$ cat config.mk
export PLATFORM = sky130hd
export DESIGN_NAME = dispatch_queue
export DESIGN_NICKNAME = d
export VERILOG_FILES = /design/src/rtl/dispatch_queue.sv
export SDC_FILE = /design/constraint.sdc
export NUM_CORES = 1
export LEC_CHECK = 0
export ABC_CLOCK_PERIOD_IN_PS = 3600
export CAP_MARGIN = 20
export CORE_UTILIZATION = 25
export CTS_BUF_LIST = sky130_fd_sc_hd__clkbuf_4 sky130_fd_sc_hd__clkbuf_8
export DETAILED_ROUTE_END_ITERATION = 8
export PLACE_DENSITY = 0.55
export REMOVE_ABC_BUFFERS = 1
export SYNTH_ARGS = -nofsm -noshare
export SYNTH_HDL_FRONTEND = slang
export SYNTH_SLANG_ARGS = --single-unit
$ cat constraint.sdc
create_clock -name clk -period 3.6 [get_ports clk]
set_input_delay 0.54 -clock clk [delete_from_list [all_inputs] [get_ports clk]]
set_output_delay 0.54 -clock clk [all_outputs]
set_load 0.05 [all_outputs]
$ cat src/rtl/dispatch_queue.sv
// Dispatch queue: buffers decoded instructions, resolves operands and issues one per cycle to ROB and RS/LSB.
// Optional CDB forwarding at issue is enabled by defining DISPATCH_BYPASS_EN.
module dispatch_queue #(
  parameter int unsigned DEPTH = 4,
  parameter int unsigned ROB_W = 5,
  parameter int unsigned NCDB  = 2
) (
  input  logic                  clk,
  input  logic                  rst_n,
  input  logic                  rdy,
  input  logic                  wrong_commit,
  input  logic                  in_valid,
  input  logic [31:0]           in_pc,
  input  logic [31:0]           in_imm,
  input  logic [6:0]            in_op,
  input  logic [4:0]            in_rd,
  input  logic [4:0]            in_rs1,
  input  logic [4:0]            in_rs2,
  input  logic                  in_is_ls,
  input  logic                  in_is_jump,
  input  logic                  in_jump_choice,
  output logic                  in_stall,
  input  logic                  rob_full,
  input  logic                  rs_full,
  input  logic                  lsb_full,
  input  logic [ROB_W-1:0]      rob_tail,
  output logic [4:0]            rf_rs1,
  output logic [4:0]            rf_rs2,
  input  logic [ROB_W-1:0]      rf_Qi,
  input  logic [ROB_W-1:0]      rf_Qj,
  input  logic [31:0]           rf_Vi,
  input  logic [31:0]           rf_Vj,
  output logic [ROB_W-1:0]      Qi_check,
  output logic [ROB_W-1:0]      Qj_check,
  input  logic                  Qi_valid,
  input  logic                  Qj_valid,
  input  logic [31:0]           Vi_value,
  input  logic [31:0]           Vj_value,
  input  logic [NCDB-1:0]       cdb_valid,
  input  logic [NCDB*ROB_W-1:0] cdb_rob_id,
  input  logic [NCDB*32-1:0]    cdb_res,
  output logic                  to_rob_valid,
  output logic                  to_rs_valid,
  output logic                  to_lsb_valid,
  output logic                  to_rf_valid,
  output logic [31:0]           iss_pc,
  output logic [31:0]           iss_imm,
  output logic [6:0]            iss_op,
  output logic [4:0]            iss_rd,
  output logic [ROB_W-1:0]      iss_rename,
  output logic [ROB_W-1:0]      iss_Qi,
  output logic [ROB_W-1:0]      iss_Qj,
  output logic [31:0]           iss_Vi,
  output logic [31:0]           iss_Vj,
  output logic                  iss_is_jump,
  output logic                  iss_jump_choice
);
  localparam int unsigned PW = $clog2(DEPTH);
  localparam int unsigned CW = PW + 1;

  typedef struct packed {
    logic [31:0] pc;
    logic [31:0] imm;
    logic [6:0]  op;
    logic [4:0]  rd;
    logic [4:0]  rs1;
    logic [4:0]  rs2;
    logic        is_ls;
    logic        is_jump;
    logic        jump_choice;
  } entry_t;

  entry_t          r_mem [DEPTH];
  logic [PW-1:0]   r_head, r_tail;
  logic [CW-1:0]   r_count;
  logic            r_to_rob_valid, r_to_rs_valid, r_to_lsb_valid, r_to_rf_valid;
  logic [31:0]     r_iss_pc, r_iss_imm, r_iss_Vi, r_iss_Vj;
  logic [6:0]      r_iss_op;
  logic [4:0]      r_iss_rd;
  logic [ROB_W-1:0] r_iss_rename, r_iss_Qi, r_iss_Qj;
  logic            r_iss_is_jump, r_iss_jump_choice;

  entry_t          w_head, w_in;
  logic            w_enq, w_iss;
  logic [ROB_W-1:0] w_qi_pre, w_qj_pre, w_qi, w_qj;
  logic [31:0]     w_vi_pre, w_vj_pre, w_vi, w_vj;

  assign w_head   = r_mem[r_head];
  assign in_stall = (r_count == CW'(DEPTH));
  assign rf_rs1   = w_head.rs1;
  assign rf_rs2   = w_head.rs2;
  assign Qi_check = w_qi_pre;
  assign Qj_check = w_qj_pre;

  assign w_in  = '{pc: in_pc, imm: in_imm, op: in_op, rd: in_rd, rs1: in_rs1, rs2: in_rs2,
                   is_ls: in_is_ls, is_jump: in_is_jump, jump_choice: in_jump_choice};
  assign w_enq = rdy && in_valid && !in_stall;
  // The stall gate follows the head's own target unit.
  assign w_iss = rdy && (r_count != '0) && !rob_full &&
                 !(w_head.is_ls ? lsb_full : rs_full);

  // Operand resolution: in-flight rename, then ROB ready, then optional CDB.
  always_comb begin
    w_qi_pre = rf_Qi;
    w_vi_pre = rf_Vi;
    w_qj_pre = rf_Qj;
    w_vj_pre = rf_Vj;
    if (r_to_rf_valid && (w_head.rs1 != 5'd0) && (w_head.rs1 == r_iss_rd)) begin
      w_qi_pre = r_iss_rename;
      w_vi_pre = '0;
    end
    if (r_to_rf_valid && (w_head.rs2 != 5'd0) && (w_head.rs2 == r_iss_rd)) begin
      w_qj_pre = r_iss_rename;
      w_vj_pre = '0;
    end
    w_qi = w_qi_pre;
    w_vi = w_vi_pre;
    w_qj = w_qj_pre;
    w_vj = w_vj_pre;
    if ((w_qi_pre != '0) && Qi_valid) begin
      w_qi = '0;
      w_vi = Vi_value;
    end
    if ((w_qj_pre != '0) && Qj_valid) begin
      w_qj = '0;
      w_vj = Vj_value;
    end
`ifdef DISPATCH_BYPASS_EN
    begin : cdb_fwd
      logic hit_i, hit_j;
      hit_i = 1'b0;
      hit_j = 1'b0;
      for (int k = 0; k < int'(NCDB); k++) begin
        if (!hit_i && (w_qi != '0) && cdb_valid[k] && (cdb_rob_id[k*ROB_W +: ROB_W] == w_qi)) begin
          hit_i = 1'b1;
          w_vi  = cdb_res[k*32 +: 32];
        end
        if (!hit_j && (w_qj != '0) && cdb_valid[k] && (cdb_rob_id[k*ROB_W +: ROB_W] == w_qj)) begin
          hit_j = 1'b1;
          w_vj  = cdb_res[k*32 +: 32];
        end
      end
      if (hit_i) w_qi = '0;
      if (hit_j) w_qj = '0;
    end
`endif
  end

`ifndef DISPATCH_BYPASS_EN
  logic w_unused_cdb;
  assign w_unused_cdb = ^{cdb_valid, cdb_rob_id, cdb_res};
`endif

  always_ff @(posedge clk) begin
    if (w_enq && !wrong_commit) r_mem[r_tail] <= w_in;
  end

  always_ff @(posedge clk or negedge rst_n) begin
    if (!rst_n) begin
      r_head            <= '0;
      r_tail            <= '0;
      r_count           <= '0;
      r_to_rob_valid    <= 1'b0;
      r_to_rs_valid     <= 1'b0;
      r_to_lsb_valid    <= 1'b0;
      r_to_rf_valid     <= 1'b0;
      r_iss_pc          <= '0;
      r_iss_imm         <= '0;
      r_iss_op          <= '0;
      r_iss_rd          <= '0;
      r_iss_rename      <= '0;
      r_iss_Qi          <= '0;
      r_iss_Qj          <= '0;
      r_iss_Vi          <= '0;
      r_iss_Vj          <= '0;
      r_iss_is_jump     <= 1'b0;
      r_iss_jump_choice <= 1'b0;
    end else if (rdy) begin
      if (wrong_commit) begin
        r_head         <= '0;
        r_tail         <= '0;
        r_count        <= '0;
        r_to_rob_valid <= 1'b0;
        r_to_rs_valid  <= 1'b0;
        r_to_lsb_valid <= 1'b0;
        r_to_rf_valid  <= 1'b0;
      end else begin
        if (w_enq) r_tail <= r_tail + PW'(1);
        if (w_iss) r_head <= r_head + PW'(1);
        r_count        <= r_count + CW'(w_enq) - CW'(w_iss);
        r_to_rob_valid <= w_iss;
        r_to_rf_valid  <= w_iss;
        r_to_rs_valid  <= w_iss && !w_head.is_ls;
        r_to_lsb_valid <= w_iss && w_head.is_ls;
        if (w_iss) begin
          r_iss_pc          <= w_head.pc;
          r_iss_imm         <= w_head.imm;
          r_iss_op          <= w_head.op;
          r_iss_rd          <= w_head.rd;
          r_iss_rename      <= rob_tail;
          r_iss_Qi          <= w_qi;
          r_iss_Qj          <= w_qj;
          r_iss_Vi          <= w_vi;
          r_iss_Vj          <= w_vj;
          r_iss_is_jump     <= w_head.is_jump;
          r_iss_jump_choice <= w_head.jump_choice;
        end
      end
    end
  end

  assign to_rob_valid    = r_to_rob_valid;
  assign to_rs_valid     = r_to_rs_valid;
  assign to_lsb_valid    = r_to_lsb_valid;
  assign to_rf_valid     = r_to_rf_valid;
  assign iss_pc          = r_iss_pc;
  assign iss_imm         = r_iss_imm;
  assign iss_op          = r_iss_op;
  assign iss_rd          = r_iss_rd;
  assign iss_rename      = r_iss_rename;
  assign iss_Qi          = r_iss_Qi;
  assign iss_Qj          = r_iss_Qj;
  assign iss_Vi          = r_iss_Vi;
  assign iss_Vj          = r_iss_Vj;
  assign iss_is_jump     = r_iss_is_jump;
  assign iss_jump_choice = r_iss_jump_choice;

endmodule

; Word level (Yosys, flattened, before mapping)
; Memory sizes are Yosys's and may differ from the RTL's.
; Index checks and enable logic that the tools add are counted.
[totals]
reg_bits = 167
ram_bits = 356
inputBits = 318
output_inout_bits = 182
n_memories = 1
[mem_list]
columns = memory, depth, width, read_ports, rd_clocked_by_memory_dff, write_ports, line_no
row1 = r_mem, 4, 89, 1, 0, 1, 73  ; entry_t r_mem [DEPTH];
[op_classes]
n_addsub = 4
n_eq_ne = 3
muxes = 19
bitwise = 1
n_reduce_logical = 29
[op_table]
columns = operator, n
row1 = $mux W32, 4
row2 = $mux W5, 4
row3 = $reduce_bool A5 Y1, 4
row4 = $logic_and A1 B1 Y1, 14
row5 = $eq A5 B5 Y1, 2
row6 = $mux W2, 4
row7 = $mux W1, 6
row8 = $logic_not A1 Y1, 5
row9 = $add A2 B1 Y2 const B, 2
row10 = $reduce_and A2 Y1, 2
row11 = $reduce_bool A2 Y1, 2
row12 = $add A3 B1 Y3, 1
row13 = $eq A3 B3 Y1 const B, 1
row14 = $mux W3, 1
row15 = $reduce_and A3 Y1, 1
row16 = $reduce_bool A3 Y1, 1
row17 = $sub A3 B1 Y3, 1
row18 = $not A1 Y1, 1

; Depth between registers and ports, before layout
; An unclocked memory read counts as a cell.
[logic_depth]
depth_word = 8
depth_mapped = 13
depth_no_buf = 12

; Worst setup path before layout
; Ideal clock, no wire load.
[synth_timing]
path_kind = register to register
startpoint = register r_count[1]
endpoint = memory r_mem[0][0] in the netlist's numbering (enable)
setup_ns = 0.655
arrival_ns = 3.143
required_time_ns = 2.945
path_slack_ns = -0.198
path_stages_with_launch = 5
n_path_buf = 0
period_less_slack_ns = 3.798
path_cell_list = dfrtp_1 nor3b_1 nand3b_1 nor2_1 and2_1
[synth_via]
elab_chain_len = 6
[synth_rtl]
columns = element, line_no
row1 = "start, declared", 75  ; logic [CW-1:0] r_count;
row2 = "start signal, assigned", 190  ; r_count <= r_count + CW'(w_enq) - CW'(w_iss);
row3 = $eq A3 B3 Y1, 89  ; assign in_stall = (r_count == CW'(DEPTH));
row4 = named net in_stall, 22  ; output logic in_stall,
row5 = $logic_not A1 Y1, 97  ; assign w_enq = rdy && in_valid && !in_stall;
row6 = $logic_and A1 B1 Y1, 97
row7 = $logic_and A1 B1 Y1, 155  ; if (w_enq && !wrong_commit) r_mem[r_tail] <= w_in;
row8 = $mux W1, 155
row9 = $mux W1 (not written as such), 155
row10 = "end, declared", 73
; The timed path passes the listed nets, and every way through them passes these cells.

; Worst setup path in the final report
[layout_timing]
startpoint = register r_head[0]
endpoint = output port Qi_check[2]
[layout_via]
elab_chain_len = 5
[layout_rtl]
columns = element, line_no
row1 = "start, declared", 74  ; logic [PW-1:0] r_head, r_tail;
row2 = "start signal, assigned", 189  ; if (w_iss) r_head <= r_head + PW'(1);
row3 = $mem_v2 Z4 W89 *, --
row4 = $reduce_bool A5 Y1, 108  ; if (r_to_rf_valid && (w_head.rs1 != 5'd0) && (w_head.rs1 == r_iss_rd)) begin
row5 = $logic_and A1 B1 Y1, 108
row6 = $logic_and A1 B1 Y1 *, 108
row7 = $mux W5 *, 108
row8 = "end, declared", 33  ; output logic [ROB_W-1:0] Qi_check,
; Every way passes the cells marked *; elsewhere a longest branch is shown, timed or not.

==> metrics <==
worst-margin pin slew 0.9431 ns; DR pass1 iterations 4; vias in the first global route 13810; Clock Skew 0.05012 ns; commonest cells after routing, fill and taps aside 412 x clkdlybuf4s50_1, 356 x edfxtp_1, 245 x nand2_1; first-pass GRT wire length 85640 um; gpl congestion 0.8206; Longest Clk Path Bufs 3; Initial Util 0.2539; Post-DP HPWL 36340 um; post-route ant nets 0; Comb pwr share 0.344; Wirelength per Cell 19.86 um; Setup CP Type reg2out; Tot GR Track Use 0.1384; clk_lat worst skew 0.69 ns; placed insts 2658; WL final 56830 um; io pins 500; DRC violations left 0; #FFs+latches synth 523; Hold WC Path Type in2reg; P_leak 10.48 nW; Seq/Total Area, Yosys 0.7377; number of max-cap violations 0; initial antenna violation count 8; CTS sink cnt 523; Req. time, crit path 3.06 ns; CP Max Fanout 8; vias per inst 4.382; most common cell after layout, fill and taps aside clkdlybuf4s50_1; Cells after Synth 1216; die area 0.08176 mm2; Synth Warn # 0; number of CTS-inserted buffers 95; f_max 266.6 MHz; # fillers 7613; largest net degree at the start of global routing 77; pwr dens 737.6 mW/mm2; Mapped Area 0.02016 mm2; clock transition at the registers of the reported paths 0.06 ns; fin worst setup slack -0.1516 ns; dpl cell area 0.02595 mm2; pre-CTS setup slack 0.2327 ns; crit end category output pin; Flop pwr share 0.382; area delta synth->final 40.80%; Clk network pwr share 0.274; Internal Power 0.01333 W; final setup violation count 10; Post-Layout Cell Count 2862; Worst EP arrival 3.21 ns; vias 12540; CTS H-tree lvls 3; Final #Nets 2059; design area 0.02838 mm2; area of the multi-input gates 0.004959 mm2; Final min period 3.752 ns; Core Region 0.07939 mm2; post-synthesis cell type count 47; die height 285.9 um; Switching Power 0.007598 W; startpoint types register; Register Area 0.01488 mm2; root buffer cell clkbuf_8; max_slew headroom 0.3712; Tcrit/Tclk final 1.042; die span in x 285.9 um; gr ovfl total 0; diode count 0; final hold vios 0; I/O Buffers 423; DR iter-0 viols 488; CTS tree built; total power 0.02093 W; asr flop ratio synth 0.3193; unrepaired setup endpoints after global routing yes; outcome finished, violations left; Post-synth EDFFs 356; Core Rows 103; Final Max Tran Viols 0; violated checks setup timing; Max VDD drop 0.3834 mV; ys flop type edfxtp_1; Sw Ratio 0.3630; layout cell share with drive strength beyond 1 0.1998; average size of a mapped cell 16.58 um2
==> logic make-up after synthesis <==
logic type               count (synthesis)  share of synthesized area
AO/OA/AOI/OAI                          148                    0.05562
adder cells (fa/ha/maj)                  7                   0.004718
multiplexers                           101                     0.1055
flip-flops                             523                     0.7377
buffers and inverters                  116                    0.02613
AND/OR/NAND/NOR                        314                    0.06723
XOR/XNOR                                 7                   0.003042
==> power by group through the flow <==
stage          logic [W]  clock network [W]  registers, W
4_1_cts          0.00722            0.00596       0.00801
2_1_floorplan    0.00159                  0        0.0108
5_1_grt          0.00760            0.00619       0.00811
6_report         0.00720            0.00573       0.00800
3_3_place_gp     0.00697                  0       0.00809
3_5_place_dp     0.00701                  0       0.00812
==> Yosys cell counts, types with 4 or more instances <==
cell / instances / area share
o21ai_0: 6 / 0.0015
buf_4: 12 / 0.0045
a221o_1: 32 / 0.016
buf_1: 7 / 0.0013
xnor2_1: 7 / 0.0030
clkbuf_1: 43 / 0.0080
a22o_1: 11 / 0.0048
edfxtp_1: 356 / 0.53
nor3_1: 4 / 0.00099
buf_2: 7 / 0.0017
and2_1: 6 / 0.0019
nand2_1: 245 / 0.046
nor2_1: 8 / 0.0015
mux4_2: 89 / 0.099
o31ai_1: 9 / 0.0034
buf_6: 5 / 0.0028
o21ai_1: 42 / 0.010
ha_1: 6 / 0.0037
mux2i_1: 10 / 0.0050
o2bb2ai_1: 4 / 0.0017
a22oi_1: 32 / 0.012
nor2b_1: 32 / 0.0099
inv_1: 41 / 0.0076
dfrtp_1: 167 / 0.21
==> what timing repair did <==
item	in CTS	in global routing
hold endpoints to repair	73	0
setup endpoints to repair	10	11
pin swaps	4	6
gates resized for setup	37	14
buffers inserted	21	7
hold buffers	1	0
==> sequential cells by signal, summed over array words and instances, names as in the netlist, 2 cells and up <==
| register | cells |
|---|---|
| iss_Qi | 5 |
| iss_Qj | 5 |
| iss_Vi | 32 |
| iss_Vj | 32 |
| iss_imm | 32 |
| iss_op | 7 |
| iss_pc | 32 |
| iss_rd | 5 |
| iss_rename | 5 |
| r_count | 3 |
| r_head | 2 |
| r_mem | 356 |
| r_tail | 2 |
==> critical path, stage by stage, from the launching register on <==
cell and delay, ns:
dfrtp_4 0.48, buf_6 0.12, mux4_2 0.52, or4_4 0.57, a21oi_4 0.21, buf_6 0.17
o21ai_2 0.06, o31ai_1 0.07, buf_4 0.20, buf_12 0.14
==> area by class of cell <==
type,instances,share of cell area
flip-flops and latches,523,0.5242
repair buffers,495,0.1805
multi-input cells,577,0.1747
clock buffers,137,0.05829
well taps,1050,0.04629
clock inverters,38,0.01041
inverters,42,0.005555
==> path summary, 6_finish.rpt <==
kind / from / endpoint / slack, ns / cells past startpoint
max: r_head[0]$_DFFE_PN0P_ / Qi_check[2] / -0.15 / 9
max reg2reg: r_head[0]$_DFFE_PN0P_ / r_count[2]$_DFFE_PN0P_ / 0.20 / 14
max in group asynchronous: rst_n / iss_rename[2]$_DFFE_PN0P_ / 2.23 / 3
min in group asynchronous: rst_n / iss_Vi[11]$_DFFE_PN0P_ / 0.50 / 2
min: Vj_value[5] / iss_Vj[5]$_DFFE_PN0P_ / 0.42 / 3
min reg2reg: iss_imm[21]$_DFFE_PN0P_ / iss_imm[21]$_DFFE_PN0P_ / 0.47 / 2
==> metrics by stage <==
stage	hold WS, ns	util	setup TNS [ns]
floorplan	0.2444	-	-1193.25
global placement	0.4574	0.3269	0
detailed placement	0.4612	0.3269	0
CTS	0.3172	0.3561	-2.161
global route	0.3669	0.3575	-2.391
finish	0.4172	0.3575	-1.037
==> routing by layer <==
metal,routed length (um),track usage,vias up
met5,101,0,-
met4,1526,0.05187,16
met3,4996,0.05152,113
met2,27960,0.2371,457
met1,22250,0.1564,6323
li1,-,-,5631
Note: power is estimated with default switching activity, not from simulation.
